$ cat src/rtl/mesi_snoop_cache.sv
// -----------------------------------------------------------------------------
// mesi_snoop_cache
// Direct-mapped L1 cache with per-line MESI state. It serves a CPU through a
// request/response handshake and takes part in a shared snooping bus: it
// issues BusRd/BusRdX/BusUpgr, writes back dirty victims, reacts to snooped
// transactions from other masters and supplies (flushes) Modified data.
// Line state encoding: I=0, S=1, M=2, E=3.
//
// Ports
//   clock_i, reset_i      single clock, synchronous active-high reset
//   cpu_req_*_i / _o      CPU request (valid/ready handshake, write, addr, wdata)
//   cpu_resp_*_o          one-cycle completion pulse with read data
//   bus_req_o/bus_gnt_i   bus request to the external arbiter and its grant
//   bus_cmd_o/bus_addr_o  command (0 none,1 BusRd,2 BusRdX,3 BusUpgr) on the
//                         first granted cycle, and the address of cmd/write-back
//   bus_wb_*              victim write-back (valid/data out, ack in)
//   bus_shared_in_i       another cache holds the line, sampled with mem_rvalid_i
//   mem_rvalid_i/rdata_i  fill data from memory
//   snoop_*_i             snooped transaction from another master
//   snoop_shared/flush/data_o  registered snoop reply, valid the cycle after
// -----------------------------------------------------------------------------
module mesi_snoop_cache #(
   parameter int ADDR_W  = 5,
   parameter int DATA_W  = 8,
   parameter int INDEX_W = 2
) (
   input  logic              clock_i,
   input  logic              reset_i,
   input  logic              cpu_req_valid_i,
   input  logic              cpu_req_write_i,
   input  logic [ADDR_W-1:0] cpu_req_addr_i,
   input  logic [DATA_W-1:0] cpu_req_wdata_i,
   output logic              cpu_req_ready_o,
   output logic              cpu_resp_valid_o,
   output logic [DATA_W-1:0] cpu_resp_rdata_o,
   output logic              bus_req_o,
   input  logic              bus_gnt_i,
   output logic [1:0]        bus_cmd_o,
   output logic [ADDR_W-1:0] bus_addr_o,
   output logic              bus_wb_valid_o,
   input  logic              bus_wb_ack_i,
   output logic [DATA_W-1:0] bus_wb_data_o,
   input  logic              bus_shared_in_i,
   input  logic              mem_rvalid_i,
   input  logic [DATA_W-1:0] mem_rdata_i,
   input  logic              snoop_valid_i,
   input  logic [1:0]        snoop_cmd_i,
   input  logic [ADDR_W-1:0] snoop_addr_i,
   output logic              snoop_shared_o,
   output logic              snoop_flush_o,
   output logic [DATA_W-1:0] snoop_data_o
);
   localparam int LINES = 2 ** INDEX_W;
   localparam int TAG_W = ADDR_W - INDEX_W;

   localparam logic [1:0] ST_I = 2'd0;
   localparam logic [1:0] ST_S = 2'd1;
   localparam logic [1:0] ST_M = 2'd2;
   localparam logic [1:0] ST_E = 2'd3;

   localparam logic [1:0] CMD_NONE = 2'd0;
   localparam logic [1:0] CMD_RD   = 2'd1;
   localparam logic [1:0] CMD_RDX  = 2'd2;
   localparam logic [1:0] CMD_UPGR = 2'd3;

   typedef enum logic [2:0] {F_IDLE, F_LOOKUP, F_WB, F_BUS, F_FILL} fsm_t;

   fsm_t              fsm_q;
   logic [1:0]        line_st_q   [LINES];
   logic [TAG_W-1:0]  line_tag_q  [LINES];
   logic [DATA_W-1:0] line_data_q [LINES];

   logic              req_write_q;
   logic [ADDR_W-1:0] req_addr_q;
   logic [DATA_W-1:0] req_wdata_q;
   logic [1:0]        pend_cmd_q;

   logic              ready_q;
   logic              resp_valid_q;
   logic [DATA_W-1:0] resp_rdata_q;
   logic              bus_req_q;
   logic [ADDR_W-1:0] bus_addr_q;
   logic              wb_valid_q;
   logic [DATA_W-1:0] wb_data_q;
   logic              snoop_shared_q;
   logic              snoop_flush_q;
   logic [DATA_W-1:0] snoop_data_q;

   // Request decode
   logic [INDEX_W-1:0] req_idx;
   logic [TAG_W-1:0]   req_tag;
   logic [1:0]         lk_st;
   logic               lk_hit;
   logic               lk_collide;

   assign req_idx = req_addr_q[INDEX_W-1:0];
   assign req_tag = req_addr_q[ADDR_W-1:INDEX_W];
   assign lk_st   = line_st_q[req_idx];
   assign lk_hit  = (lk_st != ST_I) && (line_tag_q[req_idx] == req_tag);

   // Snoop decode; our own granted transaction is never snooped back
   logic [INDEX_W-1:0] snp_idx;
   logic [TAG_W-1:0]   snp_tag;
   logic               snp_act;
   logic               snp_hit;
   logic               snp_flush;
   logic [1:0]         snp_cur_st;
   logic [1:0]         snp_st_d;

   assign snp_idx    = snoop_addr_i[INDEX_W-1:0];
   assign snp_tag    = snoop_addr_i[ADDR_W-1:INDEX_W];
   assign snp_act    = snoop_valid_i && !bus_gnt_i && (snoop_cmd_i != CMD_NONE);
   assign snp_cur_st = line_st_q[snp_idx];
   assign snp_hit    = snp_act && (line_tag_q[snp_idx] == snp_tag) && (snp_cur_st != ST_I);
   assign snp_flush  = snp_hit && (snp_cur_st == ST_M) &&
                       ((snoop_cmd_i == CMD_RD) || (snoop_cmd_i == CMD_RDX));

   // A snoop on the line LOOKUP is examining wins; LOOKUP re-evaluates next cycle
   assign lk_collide = snp_act && (snp_idx == req_idx);

   always_comb begin
      snp_st_d = snp_cur_st;
      case (snoop_cmd_i)
         CMD_RD:   snp_st_d = ST_S;
         CMD_RDX:  snp_st_d = ST_I;
         CMD_UPGR: if (snp_cur_st == ST_S) snp_st_d = ST_I;
         default:  snp_st_d = snp_cur_st;
      endcase
   end

   always_ff @(posedge clock_i) begin
      if (reset_i) begin
         fsm_q          <= F_IDLE;
         req_write_q    <= 1'b0;
         req_addr_q     <= '0;
         req_wdata_q    <= '0;
         pend_cmd_q     <= CMD_NONE;
         ready_q        <= 1'b1;
         resp_valid_q   <= 1'b0;
         resp_rdata_q   <= '0;
         bus_req_q      <= 1'b0;
         bus_addr_q     <= '0;
         wb_valid_q     <= 1'b0;
         wb_data_q      <= '0;
         snoop_shared_q <= 1'b0;
         snoop_flush_q  <= 1'b0;
         snoop_data_q   <= '0;
         // Tags and data are left as-is; clearing the state makes them dead
         for (int i = 0; i < LINES; i++) line_st_q[i] <= ST_I;
      end else begin
         resp_valid_q   <= 1'b0;
         snoop_shared_q <= snp_hit;
         snoop_flush_q  <= snp_flush;
         snoop_data_q   <= snp_flush ? line_data_q[snp_idx] : '0;

         case (fsm_q)
            F_IDLE: begin
               if (cpu_req_valid_i && ready_q) begin
                  req_write_q <= cpu_req_write_i;
                  req_addr_q  <= cpu_req_addr_i;
                  req_wdata_q <= cpu_req_wdata_i;
                  ready_q     <= 1'b0;
                  fsm_q       <= F_LOOKUP;
               end
            end

            F_LOOKUP: begin
               if (!lk_collide) begin
                  if (lk_hit && !req_write_q) begin
                     resp_valid_q <= 1'b1;
                     resp_rdata_q <= line_data_q[req_idx];
                     ready_q      <= 1'b1;
                     fsm_q        <= F_IDLE;
                  end else if (lk_hit && (lk_st != ST_S)) begin
                     // E or M: exclusive ownership, write locally
                     line_data_q[req_idx] <= req_wdata_q;
                     line_st_q[req_idx]   <= ST_M;
                     resp_valid_q         <= 1'b1;
                     resp_rdata_q         <= req_wdata_q;
                     ready_q              <= 1'b1;
                     fsm_q                <= F_IDLE;
                  end else if (lk_hit) begin
                     pend_cmd_q <= CMD_UPGR;
                     bus_req_q  <= 1'b1;
                     bus_addr_q <= req_addr_q;
                     fsm_q      <= F_BUS;
                  end else if (lk_st == ST_M) begin
                     // Dirty victim must reach memory before the refill
                     pend_cmd_q <= req_write_q ? CMD_RDX : CMD_RD;
                     wb_valid_q <= 1'b1;
                     wb_data_q  <= line_data_q[req_idx];
                     bus_addr_q <= {line_tag_q[req_idx], req_idx};
                     fsm_q      <= F_WB;
                  end else begin
                     line_st_q[req_idx] <= ST_I;
                     pend_cmd_q <= req_write_q ? CMD_RDX : CMD_RD;
                     bus_req_q  <= 1'b1;
                     bus_addr_q <= req_addr_q;
                     fsm_q      <= F_BUS;
                  end
               end
            end

            F_WB: begin
               if (bus_wb_ack_i) begin
                  wb_valid_q         <= 1'b0;
                  line_st_q[req_idx] <= ST_I;
                  bus_req_q          <= 1'b1;
                  bus_addr_q         <= req_addr_q;
                  fsm_q              <= F_BUS;
               end
            end

            F_BUS: begin
               if (bus_gnt_i) begin
                  bus_req_q <= 1'b0;
                  if (pend_cmd_q == CMD_UPGR) begin
                     line_data_q[req_idx] <= req_wdata_q;
                     line_st_q[req_idx]   <= ST_M;
                     resp_valid_q         <= 1'b1;
                     resp_rdata_q         <= req_wdata_q;
                     ready_q              <= 1'b1;
                     fsm_q                <= F_IDLE;
                  end else begin
                     fsm_q <= F_FILL;
                  end
               end else if (snp_hit && (snp_idx == req_idx) && (snp_st_d == ST_I) &&
                            (pend_cmd_q == CMD_UPGR)) begin
                  // Our shared copy was taken away: the upgrade becomes a full miss
                  pend_cmd_q <= CMD_RDX;
               end
            end

            F_FILL: begin
               if (mem_rvalid_i) begin
                  line_tag_q[req_idx] <= req_tag;
                  if (req_write_q) begin
                     line_data_q[req_idx] <= req_wdata_q;
                     line_st_q[req_idx]   <= ST_M;
                     resp_rdata_q         <= req_wdata_q;
                  end else begin
                     line_data_q[req_idx] <= mem_rdata_i;
                     line_st_q[req_idx]   <= bus_shared_in_i ? ST_S : ST_E;
                     resp_rdata_q         <= mem_rdata_i;
                  end
                  resp_valid_q <= 1'b1;
                  ready_q      <= 1'b1;
                  fsm_q        <= F_IDLE;
               end
            end

            default: begin
               ready_q <= 1'b1;
               fsm_q   <= F_IDLE;
            end
         endcase

         if (snp_hit) line_st_q[snp_idx] <= snp_st_d;
      end
   end

   assign cpu_req_ready_o  = ready_q;
   assign cpu_resp_valid_o = resp_valid_q;
   assign cpu_resp_rdata_o = resp_rdata_q;
   assign bus_req_o        = bus_req_q;
   // Command is presented only in the cycle the grant is seen
   assign bus_cmd_o        = ((fsm_q == F_BUS) && bus_gnt_i) ? pend_cmd_q : CMD_NONE;
   assign bus_addr_o       = bus_addr_q;
   assign bus_wb_valid_o   = wb_valid_q;
   assign bus_wb_data_o    = wb_data_q;
   assign snoop_shared_o   = snoop_shared_q;
   assign snoop_flush_o    = snoop_flush_q;
   assign snoop_data_o     = snoop_data_q;

endmodule

$ cat config.mk
export PLATFORM = sky130hd
export DESIGN_NAME = mesi_snoop_cache
export DESIGN_NICKNAME = d
export VERILOG_FILES = /design/src/rtl/mesi_snoop_cache.sv
export SDC_FILE = /design/constraint.sdc
export NUM_CORES = 1
export LEC_CHECK = 0
export BUFFER_PORTS_ARGS = -buffer_cell sky130_fd_sc_hd__buf_2
export CAP_MARGIN = 20
export CORE_MARGIN = 2
export CORE_UTILIZATION = 52
export CTS_CLUSTER_SIZE = 40
export DETAILED_ROUTE_END_ITERATION = 8
export GPL_ROUTABILITY_DRIVEN = 1
export GPL_TIMING_DRIVEN = 1
export PLACE_DENSITY = 0.82
export RECOVER_POWER = 25
export SYNTH_ARGS = -nofsm -noshare
export SYNTH_HDL_FRONTEND = slang
export SYNTH_SLANG_ARGS = --single-unit
$ cat constraint.sdc
create_clock -name clock_i -period 2.6 [get_ports clock_i]
set_clock_uncertainty 0.05 [all_clocks]
set_input_delay 0.13 -clock clock_i [delete_from_list [all_inputs] [get_ports clock_i]]
set_output_delay 0.13 -clock clock_i [all_outputs]
set_load 0.01 [all_outputs]
* Yosys cells after proc, flatten, opt, wreduce, memory -nomap -nowiden
Memories as Yosys holds them, arrays and structs flattened. A register that Yosys moved wholly into a read port is not among the register bits. Index checks and enable logic that the tools add are counted.
Cells by class: equality and inequality tests 29, mux-type cells 126, bitwise operators 14, reduce and logical (&&, ||, !) cells 39
Operators by type and width (count):
- 2-to-1 mux 8 bit | 10
- 2-to-1 mux 1 bit | 68
- 2-to-1 mux 2 bit | 27
- 2-to-1 mux 5 bit | 6
- != test 2 bit, second input constant | 12
- one-hot mux 8 bit (3 select lines) | 1
- AND reduction 7 bit | 3
- 2-to-1 mux 3 bit | 6
- AND reduction 6 bit | 3
- logical AND 1 bit | 15
- one-hot mux 3 bit (5 select lines) | 1
- equality test 2 bit, second input constant | 5
- one-hot mux 5 bit (2 select lines) | 1
- AND reduction 5 bit | 2
- nonzero test 2 bit | 5
- bitwise OR 1 bit | 8
- equality test 3 x 2 -> 1 bit, second input constant | 2
- equality test 3 bit | 2
- != test 3 bit, second input constant | 2
- NOT 1 bit | 6
- one-hot mux 1 bit (3 select lines) | 2
- one-hot mux 2 bit (3 select lines) | 1
- nonzero test 3 bit | 2
- OR reduction 2 bit | 3
- 13 further kinds | 15
Word-level totals: bits in registers 46, bits in writable memories 52, bits of input ports 37, output and inout bits 37, memories 3
Memory list:
- line_data_q | depth 4, width 8, rd ports 2, clocked after memory_dff 2, wr ports 1, line 71 | logic [DATA_W-1:0] line_data_q [LINES];
- line_tag_q | depth 4, width 3, rd ports 2, clocked after memory_dff 1, wr ports 1, line 70 | logic [TAG_W-1:0] line_tag_q [LINES];
- line_st_q | depth 4, width 2, rd ports 2, clocked after memory_dff 1, wr ports 4, line 69 | logic [1:0] line_st_q [LINES];

* Longest topological paths before layout
Gate-level depths: netlist of run 1.
depth in word-level cells 16, mapped depth 9, mapped depth without buffers 9

* Worst setup path after synthesis of run 1
Ideal clock, no wire load.
path type reg-to-reg, from memory line_tag_q[1][1] (netlist bit), to memory line_st_q[3][0], data pin, arrival 2.385 ns, slack -0.097 ns, cell stages (with the launch flop) 8, buffers on the path 0, period minus slack after synthesis 2.697 ns, cell sequence edfxtp_1 mux4_1 xor2_1 or4_1 or2_4 inv_2 and3_2 mux2_1
RTL lines (line):
- from (decl) | 70
- to (decl) | 69

==> impl_results.md, run 1 <==
* Endpoints failing hold at 0
* H-Tree Depth at 3
* Area delta synth->final at 23.75%
* Slew Viols, Final at 0
* Status: finished with violations
* Site row count at 36
* ANT nets after route at 0
* Core Util, Final at 0.6598
* CTS tree: done
* VDD IR max at 0.3994 mV
* Area contributors post-synth: edfxtp_1 30%, dfxtp_1 22%, mux4_2 9.6%
* Longest Clk Path Bufs at 2
* Vias in the first global route at 4228
* Req. time, crit path at 2.70 ns
* Grt ovf at 0
* Routed len/inst at 20.03 um
* Commonest cells post-synth: 56 x dfxtp_1, 52 x edfxtp_1, 50 x nand2_1
* # nets final at 599
* Initial core utilization at 0.5332
* Filler cell count at 689
* RSZ-0062 raised after global routing: true
* Avg Cell Area, Syn at 11.68 um^2
* Share of cells above drive strength 1 at 0.2903
* Yosys warns at 0
* Total power draw at 5.007 mW
* DRC at 0
* Total of max-cap violations at 0
* Via density at 6.107
* Routability cong. at 0.9129
* Pint at 3.168 mW
* Synthesized flop and latch total at 108
* Worst-Margin Slew at 0.6766 ns
* Pin count of the biggest net entering global routing at 26
* Hpwl dp at 9862 um
* Die Ht at 103.7 um
* Failing checks: setup timing
* DIE AREA at 10740 um^2
* GRT Total Usage at 0.2547
* Net Sw Power at 1.839 mW
* Rel. slew slack at 0.5477
* WL final at 13980 um
* Setup CP Type: flip-flop to flip-flop
* Total negative slack at -0.3096 ns
* Diodes inserted at 0
* Crit path capture type: flip-flop
* Worst-Skew Late Latency at 0.39 ns
* Synth cell types at 61
* Fmax at 371.8 MHz
* Period utilization at 1.035
* Area leader, netlist: edfxtp_1
* Buffers on Ports at 73
* Startpoint types: flip-flop
* Post-synth top flop: dfxtp_1
* Number of synthesized flops with an enable pin at 52
* Placeable Area at 9684 um^2
* Seq/Total Area, Yosys at 0.5195
* Mapped cell area at 5164 um^2
* Fraction of registers with async set/reset at 0
* CTS sink cnt at 108
* Power per cell area at 783.6 nW/um^2
* Final worst slack at -0.08997 ns
* Post-Syn Instances at 442
* Seq pwr share at 0.430
* Pleak at 2.287 nW
* Sw frac at 0.3673
* Fin Hold WS at 0.02271 ns
* Die width at 103.7 um
* Count leader, synth: dfxtp_1
* I/O Pins at 74
* Share of the synthesized area in the top cell type at 0.3024
* First-pass GRT wire length at 21630 um
* Detailed Routing Iterations Pass 1 at 5
* Root Buffer Master: clkbuf_8
* Setup violators final at 5
* Clock buffer count from CTS at 9
* Worst EP arrival at 2.79 ns
* Initial antenna violation count at 0
* Hold Path Class: primary input to flip-flop
* Post-layout min period at 2.690 ns
* Comb pwr share at 0.355
* Clock Power Share at 0.216
* Synthesized net count at 481
* Clock-pin slew on the worst setup and hold paths at 0.11 ns
* Vias at 4263
* Max FO, Critical Path at 5
* DR iter-0 viols at 367
critical path: stages (launching register included):
cell and delay (ns):
edfxtp_1 0.40, mux4_2 0.48, xor2_1 0.16, or4_4 0.51
or2_4 0.29, inv_2 0.07, and3_4 0.20, mux2_4 0.30
routing by layer:
layer / share of wire / wire [um] / global-route usage / vias to the layer above
met4: 0.029 / 403 / 0.09653 / 0
met5: 0 / 0 / 0 / -
met3: 0.074 / 1030 / 0.04720 / 37
met2: 0.50 / 7038 / 0.4404 / 236
met1: 0.39 / 5512 / 0.3192 / 2069
li1: - / - / - / 1921
power by group through the flow:
stage | combinational [mW] | clock [mW] | sequential (mW)
floorplan | 1.06 | 0 | 2.17
global placement | 1.62 | 0 | 2.16
finish | 1.78 | 1.08 | 2.15
detailed placement | 1.66 | 0 | 2.17
CTS | 1.70 | 1.08 | 2.14
global route | 1.91 | 1.13 | 2.17
metrics by stage:
step	std cells	cell area, um^2	setup WS, ns
6_report	698	6390	-0.08997
3_5_place_dp	664	5944	-0.1351
5_1_grt	698	6390	-0.1820
3_3_place_gp	664	5944	-0.08784
4_1_cts	697	6346	-0.08894
2_1_floorplan	442	5162	-0.08970
path summary, 6_finish.rpt:
kind / startpoint / end / slack (ns) / cells past startpoint
worst max-delay path: line_tag_q[3][2] / line_st_q[3][0] / -0.09 / 7
worst min-delay path: bus_gnt_i / bus_req_o / 0.02 / 2
worst max register to register: line_tag_q[3][2] / line_st_q[3][0] / -0.09 / 7
worst min register to register: req_wdata_q[0] / req_wdata_q[0] / 0.45 / 2
timing repair:
action | CTS | global route
cloned | 0 | 1
endpoints found under the hold margin | 19 | 0
setup buffers | 1 | 1
gates resized for setup | 5 | 14
hold buffers | 16 | 0
endpoints found under the setup margin | 54 | 67
pin swaps | 4 | 6
sequential cells by signal (all words and copies together) (netlist names), named ones only:
name / cells
req_addr_q: 5
line_tag_q: 12
bus_wb_valid_o: 1
bus_wb_data_o: 8
req_write_q: 1
cpu_resp_rdata_o: 8
bus_req_o: 1
line_st_q: 8
bus_addr_o: 5
cpu_resp_valid_o: 1
fsm_q: 3
snoop_data_o: 8
cpu_req_ready_o: 1
line_data_q: 32
pend_cmd_q: 2
snoop_flush_o: 1
req_wdata_q: 8
snoop_shared_o: 1
cells in the final DEF (no fill, tap or decap), types with 4 or more instances in the layout:
| master | n |
|---|---|
| a211o_1 | 5 |
| a211oi_1 | 4 |
| a21oi_1 | 23 |
| a22oi_1 | 8 |
| a311oi_1 | 9 |
| a31oi_1 | 9 |
| buf_2 | 40 |
| buf_4 | 40 |
| clkbuf_1 | 33 |
| clkbuf_8 | 9 |
| dfxtp_1 | 55 |
| dlygate4sd3_1 | 16 |
| edfxtp_1 | 52 |
| inv_1 | 7 |
| mux2_2 | 8 |
| mux2i_1 | 17 |
| mux4_2 | 23 |
| nand2_1 | 50 |
| nand3_1 | 5 |
| nor2_1 | 34 |
| nor2_2 | 4 |
| nor2b_1 | 13 |
| nor3_1 | 11 |
| nor3b_1 | 4 |
| o21ai_0 | 4 |
| or2_2 | 4 |
final cells by class:
cell class / instances / area (um^2) / area share
Clock buffer: 9 / 123.9 / 0.01939
Clock inverter: 7 / 88.84 / 0.01390
Inverter: 8 / 30.03 / 0.004699
Multi-Input combinational cell: 299 / 2427 / 0.3799
Sequential cell: 108 / 2686 / 0.4204
Tap cell: 133 / 166.4 / 0.02604
Timing Repair Buffer: 134 / 867.1 / 0.1357
cells by family after synthesis:
kind of cell / count (synthesis) / share of synthesized area
compound gates: 85 / 0.1182
mux: 52 / 0.1689
xor+xnor: 8 / 0.01357
flops: 108 / 0.5195
buf+inv: 36 / 0.02859
simple gates: 151 / 0.1464
fa+ha+maj: 2 / 0.004845
No activity file was read; power rests on OpenSTA's default activity.
==> run 2: changes to the inputs <==
- CORE_UTILIZATION: 52 -> 60
- PLACE_DENSITY: 0.82 -> 0.89
- clock period: 2.6 -> 3.1 ns (I/O delays scaled with it)
==> run 2 against run 1 <==
  * Total power is 21% lower
  * Clock power is 19% lower
  * Largest power group unchanged
  * Setup slack better by 0.21 ns
  * The run now ends clean
  * Sequential power is 15% lower
  * Highest routed layer unchanged
  * First-iteration DRC count is 50% higher
  * Critical endpoint is now line_st_q[3][1]
  * Hold slack better by 0.027 ns
==> impl_results.md, run 2 (synthesis gave the netlist of run 1 again) <==
* Initial core utilization at 0.6222 (+0.08899)
* Routability cong. at 0.9649 (+5.7%)
* Most frequent cells in the layout: 56 x dfxtp_1, 52 x edfxtp_1, 50 x nand2_1
* I/O Pins at 74 (unchanged)
* Req. time, crit path at 3.15 ns (+0.45 ns)
* Critical-path cell list: or3b_2, a31o_2, or2_2, o32a_1, nand3_1, a311o_1
* Clock-pin slew on the worst setup and hold paths at 0.12 ns (about the same)
* Top Registers: line_data_q (32), line_tag_q (12)
* # nets final at 569 (-5.0%)
* Crit path capture type: flip-flop
* Grt ovf at 0 (unchanged)
* Worst setup startpoint: fsm_q[0]
* Share of cells above drive strength 1 at 0.2206 (-0.06970)
* Commonest non-fill, non-tap cell in the layout: dfxtp_1
* RSZ-0062 raised after global routing: false
* Clock buffer count from CTS at 9 (unchanged)
* Worst EP arrival at 3.04 ns (+0.25 ns)
* Startpoint types: flip-flop
* DR iter-0 viols at 550 (+50%)
* GRT Total Usage at 0.3000 (+0.04529)
* Post-layout min period at 2.982 ns (+0.2920 ns)
* Area delta synth->final at 15.85%
* Worst-Margin Slew at 0.9419 ns (+0.2653 ns)
* Initial antenna violation count at 0 (unchanged)
* Pleak at 2.099 nW (-8.2%)
* Die width at 96.77 um (-6.6%)
* VDD IR max at 0.3595 mV (-10%)
* Filler cell count at 549 (-20%)
* Diodes inserted at 0 (unchanged)
* Detailed Routing Iterations Pass 1 at 6 (+1)
* Vias at 4249 (-0.33%)
* Fmax at 335.3 MHz (-9.8%)
* Site row count at 33 (-8.3%)
* Hold Path Class: primary input to flip-flop
* Max FFs per register at 32 (unchanged)
* Slew Viols, Final at 0 (unchanged)
* Vias in the first global route at 4223 (-0.12%)
* Total setup buffers inserted after CTS at 0 (-1)
* Pin count of the biggest net entering global routing at 33 (+27%)
* DIE AREA at 9364 um^2 (-13%)
* Setup CP Type: flip-flop to flip-flop
* First-pass GRT wire length at 22090 um (+2.1%)
* Root Buffer Master: clkbuf_8
* Placeable Area at 8299 um^2 (-14%)
* Routed len/inst at 21.57 um (+7.7%)
* WL final at 13800 um (-1.3%)
* Reg with most FFs: line_data_q
* Period utilization at 0.9619 (-0.07266)
* Hpwl dp at 9075 um (-8.0%)
* H-Tree Depth at 3 (unchanged)
* Worst path slowest cell: dfxtp_1
* CTS tree: done
* Die Ht at 96.77 um (-6.6%)
* Min-delay src: bus_gnt_i
* RR Startpoint: fsm_q[0]
* Endpoints failing hold at 0 (unchanged)
* Longest Clk Path Bufs at 2 (unchanged)
* DRC at 0 (unchanged)
* Worst-Skew Late Latency at 0.39 ns (about the same)
* Rel. slew slack at 0.3697 (-0.1779)
* Total of max-cap violations at 0 (unchanged)
* Status: finished, final reports clean
* Max FO, Critical Path at 11 (+6)
* Setup violators final at 0 (-5)
* Power per cell area at 664.7 nW/um^2 (-15%)
* CTS sink cnt at 108 (unchanged)
* Via density at 6.639 (+8.7%)
* Total power draw at 3.976 mW (-21%)
* CP peak stage delay at 0.54 ns (+0.03 ns)
* Total negative slack at 0 ns (+0.3096 ns)
* ANT nets after route at 0 (unchanged)
* Buffers on Ports at 73 (unchanged)
run 2: through the flow:
| stage | setup slack [ns] | hold slack, ns | cells | util | area [um^2] |
|---|---|---|---|---|---|
| 6_report | 0.1180 | 0.05010 | 640 | 0.7208 | 5982 |
| 5_1_grt | 0.03625 | 0.05261 | 640 | 0.7208 | 5982 |
| 4_1_cts | 0.1659 | 0.03522 | 640 | 0.7264 | 6028 |
| 3_5_place_dp | 0.2320 | 0.3541 | 609 | 0.6833 | 5670 |
| 3_3_place_gp | 0.3182 | 0.3447 | 609 | 0.6833 | 5670 |
| 2_1_floorplan | 0.4031 | 0.2201 | 442 | - | 5164 |
run 2: path summary, 6_finish.rpt:
kind	slack (ns)	cells past startpoint	endpoint
worst max-delay path	0.12	6	line_st_q[3][1]
worst min-delay path	0.05	2	bus_req_o
worst max register to register	0.12	6	line_st_q[3][1]
worst min register to register	0.45	2	req_wdata_q[0]
run 2: routing by layer:
layer	vias to the layer above	global-route usage	routed length, um
li1	1853	-	-
met1	2015	0.3869	5196
met2	307	0.4813	6543
met3	74	0.07659	1468
met4	0	0.1343	596
met5	-	0	0
run 2: what timing repair did:
action,CTS,global route
hold endpoints to repair,17,0
gates resized for setup,0,0
hold buffers,15,0
run 2: power by group:
group,switching [mW],leakage (nW),internal [mW]
sequential,0.154,0.944,1.67
clock,0.544,0.105,0.327
combinational,0.763,1.05,0.514
total,1.46,2.10,2.52
run 2: final cells by class:
type | count | area [um^2] | area share
clock inverter | 7 | 83.83 | 0.01401
sequential | 108 | 2683 | 0.4484
clock buffer | 9 | 123.9 | 0.02071
tap | 105 | 131.4 | 0.02196
multi-input combinational | 298 | 2333 | 0.3901
inverter | 8 | 30.03 | 0.005020
timing repair buffer | 105 | 596.8 | 0.09977
run 2: worst max-delay path: cells and delay by family (launching register included):
| kind | cells | cell delay (ns) |
|---|---|---|
| flops | 1 | 0.54 |
| compound gates | 3 | 0.99 |
| simple gates | 3 | 1.11 |
==> run 3: changes to the inputs <==
- clock period: 3.1 -> 3.64 ns (I/O delays scaled with it)
==> run 3 against run 2 <==
  * Clock-buffer cell count unchanged
  * Die area is the same
  * Cell count decreased by 1.3%
  * First-iteration DRC count is 34% lower
  * Utilization shrank 0.72 points
  * Via count down 3.0%
  * Wire length fell by 8.1%
  * Hold slack got worse by 0.038 ns
  * Non-clock buffer count is 8 lower
  * Cell area is 1.0% lower
  * Clock power decreased by 14%
  * Global-route usage is 2.3 points lower
==> impl_results.md, run 3 (synthesis gave the netlist of run 1 again) <==
* Initial core utilization at 0.6222 (unchanged)
* Rel. slew slack at 0.3496 (-0.02012)
* Site row count at 33 (unchanged)
* Total of max-cap violations at 0 (unchanged)
* GRT Total Usage at 0.2772 (-0.02284)
* Clock-pin slew on the worst setup and hold paths at 0.12 ns (about the same)
* Detailed Routing Iterations Pass 1 at 5 (-1)
* I/O Pins at 74 (unchanged)
* DR iter-0 viols at 363 (-34%)
* Hpwl dp at 9025 um (-0.55%)
* Reg with most FFs: line_data_q
* VDD IR max at 0.2763 mV (-23%)
* Area delta synth->final at 14.68%
* Total setup buffers inserted after CTS at 0 (unchanged)
* Root Buffer Master: clkbuf_8
* Via density at 6.519 (-1.8%)
* Fmax at 346.3 MHz (+3.3%)
* Die Ht at 96.77 um (unchanged)
* Worst path slowest cell: or4_1
* Hold Path Class: primary input to flip-flop
* Diodes inserted at 0 (unchanged)
* Buffers on Ports at 73 (unchanged)
* Min-delay src: cpu_req_wdata_i[7]
* Critical-path cell list: mux4_1, xor2_1, or4_1, or2_4, inv_2, and3_2, mux2_1
* Pleak at 2.058 nW (-1.9%)
* DRC at 0 (unchanged)
* Top Registers: line_data_q (32), line_tag_q (12)
* Total power draw at 3.358 mW (-16%)
* Pin count of the biggest net entering global routing at 53 (+61%)
* CTS sink cnt at 108 (unchanged)
* Routed len/inst at 20.06 um (-7.0%)
* Total negative slack at 0 ns (unchanged)
* CP peak stage delay at 0.56 ns (+0.02 ns)
* H-Tree Depth at 3 (unchanged)
* Clock buffer count from CTS at 9 (unchanged)
* CTS Hold Buffers Added at 14 (-1)
* Worst-Skew Late Latency at 0.38 ns (about the same)
* Commonest non-fill, non-tap cell in the layout: dfxtp_1
* Slew Viols, Final at 0 (unchanged)
* Post-Place Setup Slack at 0.7358 ns (+0.5038 ns)
* Setup CP Type: flip-flop to flip-flop
* Vias in the first global route at 4025 (-4.7%)
* Req. time, crit path at 3.74 ns (+0.59 ns)
* Period utilization at 0.7934 (-0.1686)
* Startpoint types: flip-flop
* Final worst slack at 0.7521 ns (+0.6341 ns)
* Initial antenna violation count at 0 (unchanged)
* Post-layout min period at 2.888 ns (-0.09408 ns)
* Max FO, Critical Path at 5 (-6)
* Fin Hold WS at 0.01243 ns (-0.03766 ns)
* RSZ-0062 raised after global routing: false
* Core Util, Final at 0.7136 (-0.007237)
* Worst-Margin Slew at 0.9720 ns (+0.03007 ns)
* Worst setup startpoint: line_tag_q[2][1]
* CTS tree: done
* ANT nets after route at 0 (unchanged)
* Most frequent cells in the layout: 56 x dfxtp_1, 52 x edfxtp_1, 50 x nand2_1
* Status: finished, final reports clean
* Placeable Area at 8299 um^2 (unchanged)
* Power per cell area at 567.1 nW/um^2 (-15%)
* Top delay family on crit path: simple AND/OR/NAND/NOR gates
* Worst Path Buf+Inv at 1 (+1)
* First-pass GRT wire length at 20480 um (-7.3%)
* Max FFs per register at 32 (unchanged)
* Routability cong. at 0.9615 (-0.35%)
* Setup violators final at 0 (unchanged)
* Die width at 96.77 um (unchanged)
* Share of cells above drive strength 1 at 0.2106 (-0.009935)
* Endpoints failing hold at 0 (unchanged)
* Grt ovf at 0 (unchanged)
* RR Startpoint: line_tag_q[2][1]
* Longest Clk Path Bufs at 2 (unchanged)
* Worst EP arrival at 2.98 ns (-0.06 ns)
* # nets final at 561 (-1.4%)
* Crit path capture type: flip-flop
* Post-cts resize count at 0 (unchanged)
* WL final at 12680 um (-8.1%)
* DIE AREA at 9364 um^2 (unchanged)
* Vias at 4120 (-3.0%)
run 3: worst min-delay path: stages:
cell,delay [ns]
buf_2,0.11
nand2_1,0.05
a21oi_1,0.06
run 3: report_power, final:
| group | total, mW | internal (mW) | switching (mW) |
|---|---|---|---|
| Sequential | 1.58 | 1.43 | 0.157 |
| Clock | 0.753 | 0.281 | 0.473 |
| Combinational | 1.02 | 0.421 | 0.601 |
run 3: per-layer routing:
metal / share of wire / global-route usage / wire, um
met3: 0.083 / 0.05997 / 1057
met5: 0 / 0 / 0
met1: 0.40 / 0.3622 / 5045
met2: 0.49 / 0.4599 / 6237
met4: 0.027 / 0.09967 / 340
run 3: area by class of cell:
class | instances | area, um^2
multi-input combinational | 298 | 2333
fill | 565 | 2377
clock buffer | 9 | 123.9
tap | 105 | 131.4
timing repair buffer | 97 | 534.3
inverter | 8 | 30.03
clock inverter | 7 | 86.33
sequential | 108 | 2683
run 3: worst paths after layout:
kind / depth (start not counted) / slack, ns / to
min: 3 / 0.01 / req_wdata_q[7]
max reg2reg: 7 / 0.75 / line_st_q[3][0]
min reg2reg: 2 / 0.45 / req_wdata_q[0]
max: 7 / 0.75 / line_st_q[3][0]
run 3: stage by stage:
step / cells / cell area, um^2
final: 632 / 5922
after global routing: 632 / 5922
after CTS: 632 / 5968
after detailed placement: 602 / 5618
after global placement: 602 / 5618
after floorplan: 442 / 5164
